## config.mk

```make
export PLATFORM = sky130hd
export DESIGN_NAME = wyswietlacz_mux
export DESIGN_NICKNAME = d
export VERILOG_FILES = /design/src/rtl/wyswietlacz_pkg.sv /design/src/rtl/wyswietlacz_mux_bcd_7seg.sv /design/src/rtl/wyswietlacz_mux.sv
export SDC_FILE = /design/constraint.sdc
export NUM_CORES = 1
export LEC_CHECK = 0
export BUFFER_PORTS_ARGS = -buffer_cell sky130_fd_sc_hd__clkbuf_2
export CAP_MARGIN = 0
export CORE_ASPECT_RATIO = 1.4
export CORE_UTILIZATION = 57
export DETAILED_ROUTE_END_ITERATION = 12
export PLACE_DENSITY = 0.88
export SLEW_MARGIN = 20
export SYNTH_ARGS = -nofsm -noshare
export SYNTH_HDL_FRONTEND = slang
export SYNTH_SLANG_ARGS = --single-unit
```

## constraint.sdc

```tcl
create_clock -name clk_i -period 2.5 [get_ports clk_i]
set_clock_uncertainty 0.05 [all_clocks]
set_input_delay 0.5 -clock clk_i [delete_from_list [all_inputs] [get_ports clk_i]]
set_output_delay 0.5 -clock clk_i [all_outputs]
set_load 0.02 [all_outputs]
```

## src/rtl/wyswietlacz_pkg.sv

```systemverilog
// Shared constants for the 4-digit multiplexed display: segment patterns, slot encoding, anode idle value.
package wyswietlacz_pkg;

    typedef enum logic [1:0] {
        DIG0 = 2'd0,
        DIG1 = 2'd1,
        DIG2 = 2'd2,
        DIG3 = 2'd3
    } slot_e;

    // Segment order {g,f,e,d,c,b,a}, active-low
    localparam logic [6:0] SEG_0    = 7'b1000000;
    localparam logic [6:0] SEG_1    = 7'b1111001;
    localparam logic [6:0] SEG_2    = 7'b0100100;
    localparam logic [6:0] SEG_3    = 7'b0110000;
    localparam logic [6:0] SEG_4    = 7'b0011001;
    localparam logic [6:0] SEG_5    = 7'b0010010;
    localparam logic [6:0] SEG_6    = 7'b0000010;
    localparam logic [6:0] SEG_7    = 7'b1111000;
    localparam logic [6:0] SEG_8    = 7'b0000000;
    localparam logic [6:0] SEG_9    = 7'b0010000;
    localparam logic [6:0] SEG_DASH = 7'b0111111;
    localparam logic [6:0] SEG_OFF  = 7'b1111111;

    localparam logic [3:0] AN_OFF = 4'b1111;

endpackage

```

## src/rtl/wyswietlacz_mux_bcd_7seg.sv

```systemverilog
// Combinational BCD to common-anode 7-segment decoder; non-BCD codes render as a dash.
module bcd_7seg
    import wyswietlacz_pkg::*;
(
    input  logic [3:0] bcd_i,
    output logic [6:0] seg_o
);

    always_comb begin
        seg_o = SEG_DASH;
        case (bcd_i)
            4'd0: seg_o = SEG_0;
            4'd1: seg_o = SEG_1;
            4'd2: seg_o = SEG_2;
            4'd3: seg_o = SEG_3;
            4'd4: seg_o = SEG_4;
            4'd5: seg_o = SEG_5;
            4'd6: seg_o = SEG_6;
            4'd7: seg_o = SEG_7;
            4'd8: seg_o = SEG_8;
            4'd9: seg_o = SEG_9;
            default: seg_o = SEG_DASH;
        endcase
    end

endmodule

```

## src/rtl/wyswietlacz_mux.sv

```systemverilog
// HH:MM multiplexed 7-segment driver with per-slot anode guard time and frame-latched digits.
// Optional colon blink on dp_o when DP_BLINK_EN is defined; otherwise dp_o is held high.
module wyswietlacz_mux
    import wyswietlacz_pkg::*;
#(
    parameter int SCAN_DIV     = 50000,
    parameter int GUARD_CYC    = 16,
    parameter int BLINK_FRAMES = 250
) (
    input  logic       clk_i,
    input  logic       rst_i,
    input  logic [1:0] hr1_i,
    input  logic [3:0] hr2_i,
    input  logic [3:0] min1_i,
    input  logic [3:0] min2_i,
    output logic [3:0] an_o,
    output logic [6:0] seg_o,
    output logic       dp_o
);

    localparam int CW = (SCAN_DIV > 1) ? $clog2(SCAN_DIV) : 1;
    localparam logic [CW-1:0] CNT_LAST  = CW'(SCAN_DIV - 1);
    localparam logic [CW-1:0] CNT_GUARD = CW'(GUARD_CYC);

    if (SCAN_DIV < GUARD_CYC + 2 || BLINK_FRAMES < 1) begin : g_param_check
        $error("wyswietlacz_mux: bad SCAN_DIV/GUARD_CYC/BLINK_FRAMES");
    end

    slot_e           slot_q, slot_d;
    logic [CW-1:0]   cnt_q, cnt_d;
    logic [3:0][3:0] shadow_q, shadow_d;
    logic [3:0]      an_q, an_d;
    logic [6:0]      seg_q, seg_d;
    logic            dp_d;
    logic            wrap, frame_end, active;
    logic [1:0]      slot_idx;
    logic [6:0]      seg_dec;

    assign wrap      = (cnt_q == CNT_LAST);
    assign frame_end = wrap && (slot_q == DIG3);
    assign active    = (cnt_q >= CNT_GUARD);
    assign slot_idx  = slot_q;

    bcd_7seg u_dec (
        .bcd_i (shadow_q[slot_idx]),
        .seg_o (seg_dec)
    );

    always_comb begin
        slot_d = slot_q;
        if (wrap) begin
            case (slot_q)
                DIG0:    slot_d = DIG1;
                DIG1:    slot_d = DIG2;
                DIG2:    slot_d = DIG3;
                DIG3:    slot_d = DIG0;
                default: slot_d = DIG0;
            endcase
        end
    end

    always_comb begin
        cnt_d    = wrap ? '0 : cnt_q + 1'b1;
        // Index matches slot: 0=min2 (rightmost) .. 3=hr1
        shadow_d = frame_end ? {{2'b00, hr1_i}, hr2_i, min1_i, min2_i} : shadow_q;
        an_d     = active ? ~(4'b0001 << slot_idx) : AN_OFF;
        seg_d    = active ? seg_dec : SEG_OFF;
    end

    always_ff @(posedge clk_i) begin
        if (rst_i) begin
            slot_q   <= DIG0;
            cnt_q    <= '0;
            shadow_q <= '0;
            an_q     <= AN_OFF;
            seg_q    <= SEG_OFF;
        end else begin
            slot_q   <= slot_d;
            cnt_q    <= cnt_d;
            shadow_q <= shadow_d;
            an_q     <= an_d;
            seg_q    <= seg_d;
        end
    end

`ifdef DP_BLINK_EN
    localparam int FW = (BLINK_FRAMES > 1) ? $clog2(BLINK_FRAMES) : 1;
    localparam logic [FW-1:0] FRAME_LAST = FW'(BLINK_FRAMES - 1);

    logic [FW-1:0] frame_q, frame_d;
    logic          phase_q, phase_d;
    logic          dp_q;

    always_comb begin
        frame_d = frame_q;
        phase_d = phase_q;
        if (frame_end) begin
            if (frame_q == FRAME_LAST) begin
                frame_d = '0;
                phase_d = ~phase_q;
            end else begin
                frame_d = frame_q + 1'b1;
            end
        end
        // Colon sits between HH and MM, lit with the hours-units digit
        dp_d = ~(phase_q && active && (slot_q == DIG2));
    end

    always_ff @(posedge clk_i) begin
        if (rst_i) begin
            frame_q <= '0;
            phase_q <= 1'b0;
            dp_q    <= 1'b1;
        end else begin
            frame_q <= frame_d;
            phase_q <= phase_d;
            dp_q    <= dp_d;
        end
    end

    assign dp_o = dp_q;
`else
    assign dp_d = 1'b1;
    assign dp_o = dp_d;
`endif

    assign an_o  = an_q;
    assign seg_o = seg_q;

endmodule

```

==> results.md, run 1 <==
* CTS max path bufs at 2
* Die Wd at 54.77 um
* R2r setup slk at 560 ps
* Rows at 26
* Synth Instances at 229
* DR WL/cell at 15.49 um
* Yosys reg bits at 43
* Worst Hold Class: in2reg
* Clock-pin slew on the worst setup and hold paths at about 80 ps
* Status: finished clean
* CTS tree: built
* Synth-to-Final Area Change at 8.671%
* Core footprint at 3676 um^2
* Clock share of power at 35.7%
* Clock Tree Root: clkbuf_8
* Ant diodes at 0
* P_int at 889.2 uW
* Total negative slack at 0 ps
* CP Capture Type: flip-flop
* Synth async-reset ratio at 0%
* Crit Reg-Reg Startpoint: cnt_q[0]
* Post-synthesis sequential area ratio at 38.74%
* Worst hold path stage count at 3
* Number of hold violations in the final report at 0
* PostCTS Resize Cnt at 0
* Combinational power share at 2.9%
* Initial drt markers at between 50 and 60
* Reg2reg end: cnt_q[12]
* DIE AREA at 4156 um^2
* RSZ-0062 raised after global routing: no
* WHS Endpoint: shadow_q[6]
* WP data required at 2610 ps
* Synth Cell Area at around 2200 um^2
* Number of slew-limit violations in the final report at 0
* Via count at ~1.8k
* Die height at 75.88 um
* Ports at 28
* H-tree depth at 2
* Routed WL at 4.540 mm
* CP arrival at approximately 2100 ps
* Port bufs at 26
* Global-route wire length before repair at 7.217 mm
* P_sw at roughly 240 uW
* Post-DR vias/cell at 6.044
* DRT Pass-1 Iters at 4
* Power density cells at 467.3 nW/um^2
* Mapped Nets at 257
* Final Net Count at 280
* Largest net degree at the start of global routing at 20
* Maximum VDD drop at 0.5066 mV
* Share of the synthesized area in the top cell type at 38.74%
* CTS Buf Count at 5
* Slew headroom at 60.16%
* Switching Fraction at between 20% and 30%
* Ys flop type: dfxtp_1
* Final setup fails at 0
* Initial antenna violation count at 0
* Slew @ Worst Pin at ~600 ps
* Area contributors post-synth: dfxtp_1 39%, ha_1 6.8%, nand4_1 5.1%
* Final min period at roughly 1900 ps
* Clk sinks at between 40 and 50
* Most frequent cells in the layout: 43 x dfxtp_1, 26 x clkbuf_2, 20 x a21oi_1, 18 x nand4_1, 15 x nor2_1
* Post-CTS setup buffers at 0
* Synth cell types at between 40 and 50
* Critical path class: reg2reg
* Worst-path fanout max at 16
* Warnings, synthesis at 0
* Total grt overflow at 0
* Most common cell after layout, fill and taps aside: dfxtp_1
* Worst setup path startpoint: cnt_q[0]
* FILL cells at between 300 and 400
* Leakage at about 0.85 nW
* Post-DP HPWL at 3.313 mm
* Post-synth top area cell: dfxtp_1
* Reg2Reg Depth at 5
* Starting Density at 60.45%
* Post-route ant nets at 0
* Hold_sp: min1_i[2]
* # hold bufs at CTS at 0
* Post-synth EDFFs at 0
* Avg Cell Area, Syn at a little under 10 um^2
* Total of max-cap violations at 0
* Clk_lat worst skew at 290 ps
* Worst setup SP type: flip-flop
* RD Place Congestion at ~0.8
* Total power at 1.129 mW
* Share of power burned in registers at about three fifths
* DR DRC count at 0
* GRT Resource Usage Total at 24.38%
* Layout cell share with drive strength beyond 1 at 23.90%
* Fin crit share at 77.47%
* Fmax achieved at 516.3 MHz
* Via count of the first global-routing pass at 1687
[flip-flops by register name, indices dropped and copies added (netlist names)]
signal / count
an_o: 4
cnt_q: 16
seg_o: 7
shadow_q: 14
slot_idx: 2
[per-layer routing]
layer	vias up	GRT usage (%)	part of all wire [%]
li1	875	-	-
met3	8	5.788	3.2
met5	-	0	0
met4	0	12.25	2.1
met1	848	23.68	38
met2	40	45.65	56
[critical path: stages (launching register included)]
cell and delay, ps:
dfxtp_1 380, ha_1 260, and3_1 260, nand4_4 310, o21bai_4 440, nor2_1 100
[synthesized netlist by cell type (4+ instances only)]
| library cell | instances |
|---|---|
| o31ai_1 | 6 |
| a21oi_1 | 20 |
| o31ai_2 | 9 |
| nand4_1 | 18 |
| xnor2_1 | 6 |
| xor2_1 | 5 |
| inv_1 | 10 |
| nand3_1 | 10 |
| dfxtp_1 | 43 |
| and3_1 | 4 |
| nor2_1 | 15 |
| nand2_1 | 7 |
| buf_2 | 5 |
| ha_1 | 12 |
| clkbuf_1 | 4 |
| mux2i_1 | 5 |
| o21ai_0 | 5 |
[metrics by stage]
step	area (um^2)	std cells	setup slack (ps)	hold slack, ps	utilization (%)
finish	2415	293	563.2	399.7	65.69
floorplan	2222	229	695.9	375.7	-
detailed placement	2342	287	586.6	400.9	63.72
CTS	2415	293	572.9	399.0	65.69
global placement	2342	287	653.3	387.7	63.72
global route	2415	293	427.7	409.2	65.69
[power groups by stage]
stage          sequential [mW]  combinational [mW]  clock (mW)
5_1_grt                  0.693              0.0368       0.432
3_5_place_dp             0.708              0.0326           0
4_1_cts                  0.692              0.0327       0.410
6_report                 0.693              0.0325       0.403
2_1_floorplan            0.708              0.0199           0
3_3_place_gp             0.708              0.0326           0
[worst max-delay path by stage]
stage                      endpoint  slack, ps  depth (start not counted)
final                     cnt_q[12]        560                          5
after global routing      cnt_q[12]        430                          5
after CTS                 cnt_q[12]        570                          5
after detailed placement  cnt_q[11]        590                          5
after global placement    cnt_q[10]        650                          5
after floorplan            seg_o[4]        700                          7
[final cells by class]
type	count	area, um^2	share of cell area, %
clock buffers	6	72.57	3.005
repair buffers	31	167.7	6.943
inverters	12	45.04	1.865
well taps	42	52.55	2.176
flip-flops and latches	43	860.8	35.65
multi-input cells	159	1216	50.36
[cells by family after synthesis]
logic type / synth area share (%)
AND/OR/NAND/NOR: 20.50
adder cells (fa/ha/maj): 6.757
XOR/XNOR: 4.335
other: 0.1688
multiplexers: 4.279
AO/OA/AOI/OAI: 18.69
flip-flops: 38.74
buffers and inverters: 6.531
No activity file was read; power rests on OpenSTA's default activity.
==> run 2, diff against run 1 <==
==> constraint.sdc (replaced) <==
create_clock -name clk_i -period 1.9 [get_ports clk_i]
set_clock_uncertainty 0.05 [all_clocks]
set_input_delay 0.38 -clock clk_i [delete_from_list [all_inputs] [get_ports clk_i]]
set_output_delay 0.38 -clock clk_i [all_outputs]
set_load 0.02 [all_outputs]
==> run 2 against run 1 <==
First-iteration DRC count decreased by 22%. Sequential power rose by 31%. Sequential share of layout area shrank 0.80 points. Total power grew 35%. Flip-flop and latch count unchanged. Global-route usage grew 0.34 points. Clock power rose by 40%. Setup slack worse by 410 ps. Via count grew 1.5%. Register-to-register slack worse by 410 ps. Critical path type unchanged.
==> results.md, run 2 (same netlist as run 1, synthesis figures left out) <==
* Status: finished clean
* Number of slew-limit violations in the final report at 0
* Total grt overflow at 0
* DRT Pass-1 Iters at 4
* Largest net degree at the start of global routing at 19
* Final min period at roughly 1800 ps
* Slew @ Worst Pin at between 500 and 600 ps
* RD Place Congestion at 0.8478
* Max reg flops at 16
* Ports at 28
* DR DRC count at 0
* Slew headroom at 60.60%
* CTS max path bufs at 2
* Number of hold violations in the final report at 0
* FILL cells at 296
* Maximum VDD drop at approximately 0.52 mV
* Crit Reg-Reg Startpoint: cnt_q[0]
* Rows at 26
* Core footprint at 3676 um^2
* Starting Density at 60.45%
* Fmax achieved at 571.2 MHz
* Final setup fails at 0
* Hold slack at 267.9 ps
* # hold bufs at CTS at 0
* Post-DR vias/cell at 5.993
* DIE AREA at 4156 um^2
* Synth-to-Final Area Change at 11.32%
* Global-route wire length before repair at between 7 and 8 mm
* Power density cells at around 610 nW/um^2
* Clock Tree Root: clkbuf_8
* Worst setup SP type: flip-flop
* Most common cell after layout, fill and taps aside: dfxtp_1
* Worst-path fanout max at 11
* Core Util, Final at slightly below 70%
* Die Wd at 54.77 um
* Fin crit share at between 90% and 100%
* H-tree depth at 2
* Final Net Count at 285
* DR WL/cell at roughly 15 um
* Worst Hold Class: in2reg
* Routed WL at 4.547 mm
* Post-route ant nets at 0
* Clock-pin slew on the worst setup and hold paths at 80 ps
* Clk_lat worst skew at roughly 300 ps
* Via count at 1798
* Ant diodes at 0
* GRT Resource Usage Total at 24.72%
* Setup slack at placement at 76.20 ps
* CTS Buf Count at 5
* Worst setup path startpoint: cnt_q[0]
* Leakage at just under 0.9 nW
* Die height at 75.88 um
* Most frequent cells in the layout: 42 x dfxtp_1, 26 x clkbuf_2, 20 x a21oi_1, 18 x nand4_1, 15 x nor2_1
* CP arrival at 1880 ps
* Port bufs at 26
* Total of max-cap violations at 0
* Layout cell share with drive strength beyond 1 at 27.13%
* Initial drt markers at 42
* WP data required at 2030 ps
* Hold_sp: hr1_i[1]
* Initial antenna violation count at 0
* Largest Register: cnt_q
* CP Capture Type: flip-flop
* DP Area at 2380 um^2
* Clk sinks at 43
* CTS tree: built
* Final Cell Area at 2474 um^2
* Via count of the first global-routing pass at 1733
* Post-DP HPWL at 3.310 mm
* Setup WS post-layout at 149.4 ps
* Critical path class: reg2reg
* RSZ-0062 raised after global routing: no
* Total negative slack at 0 ps
## run 2: path summary, 6_finish.rpt
| check | slack [ps] | endpoint | cells past startpoint |
|---|---|---|---|
| setup / recovery | 150 | shadow_q[10] | 6 |
| hold / removal | 270 | shadow_q[13] | 3 |
| setup reg to reg | 150 | shadow_q[10] | 6 |
| hold reg to reg | 410 | cnt_q[0] | 1 |
## run 2: where the power goes
| part | internal (mW) | switching (mW) | leakage (nW) |
|---|---|---|---|
| sequential | 0.906 | 0.00565 | 0.348 |
| combinational | 0.0207 | 0.0236 | 0.490 |
| clock | 0.258 | 0.306 | 0.0422 |
| total | 1.18 | 0.335 | 0.880 |
## run 2: repair_timing
item | in CTS | in global routing
resized for setup | 0 | 5
setup endpoints to repair | 0 | 6
setup buffers | 0 | 0
## run 2: critical path, stage by stage, from the launching register on
cell and delay (ps):
dfxtp_1 370, ha_2 240, and3_1 240, nand4_4 170
buf_4 250, o31ai_2 210, a21oi_1 100
## run 2: stage by stage
step           instances  power (mW)
4_1_cts              300       1.527
3_3_place_gp         292      0.9752
3_5_place_dp         292      0.9769
6_report             300       1.519
2_1_floorplan        229      0.9572
5_1_grt              300       1.557
## run 2: layout make-up
cell class                      count  area (um^2)  share of cell area [%]
Timing Repair Buffer               36        205.2                   8.295
Sequential cell                    43        862.1                   34.85
Clock buffer                        7        76.32                   3.085
Clock inverter                      1        5.005                  0.2023
Inverter                           12        45.04                   1.821
Tap cell                           42        52.55                   2.124
Multi-Input combinational cell    159         1227                   49.62
## run 2: routing by layer
layer	GRT usage (%)	wire length, um	vias up
met2	46.05	2560	31
li1	-	-	890
met1	22.39	1746	867
met5	0	0	-
met3	5.988	113	10
met4	16.52	126	0
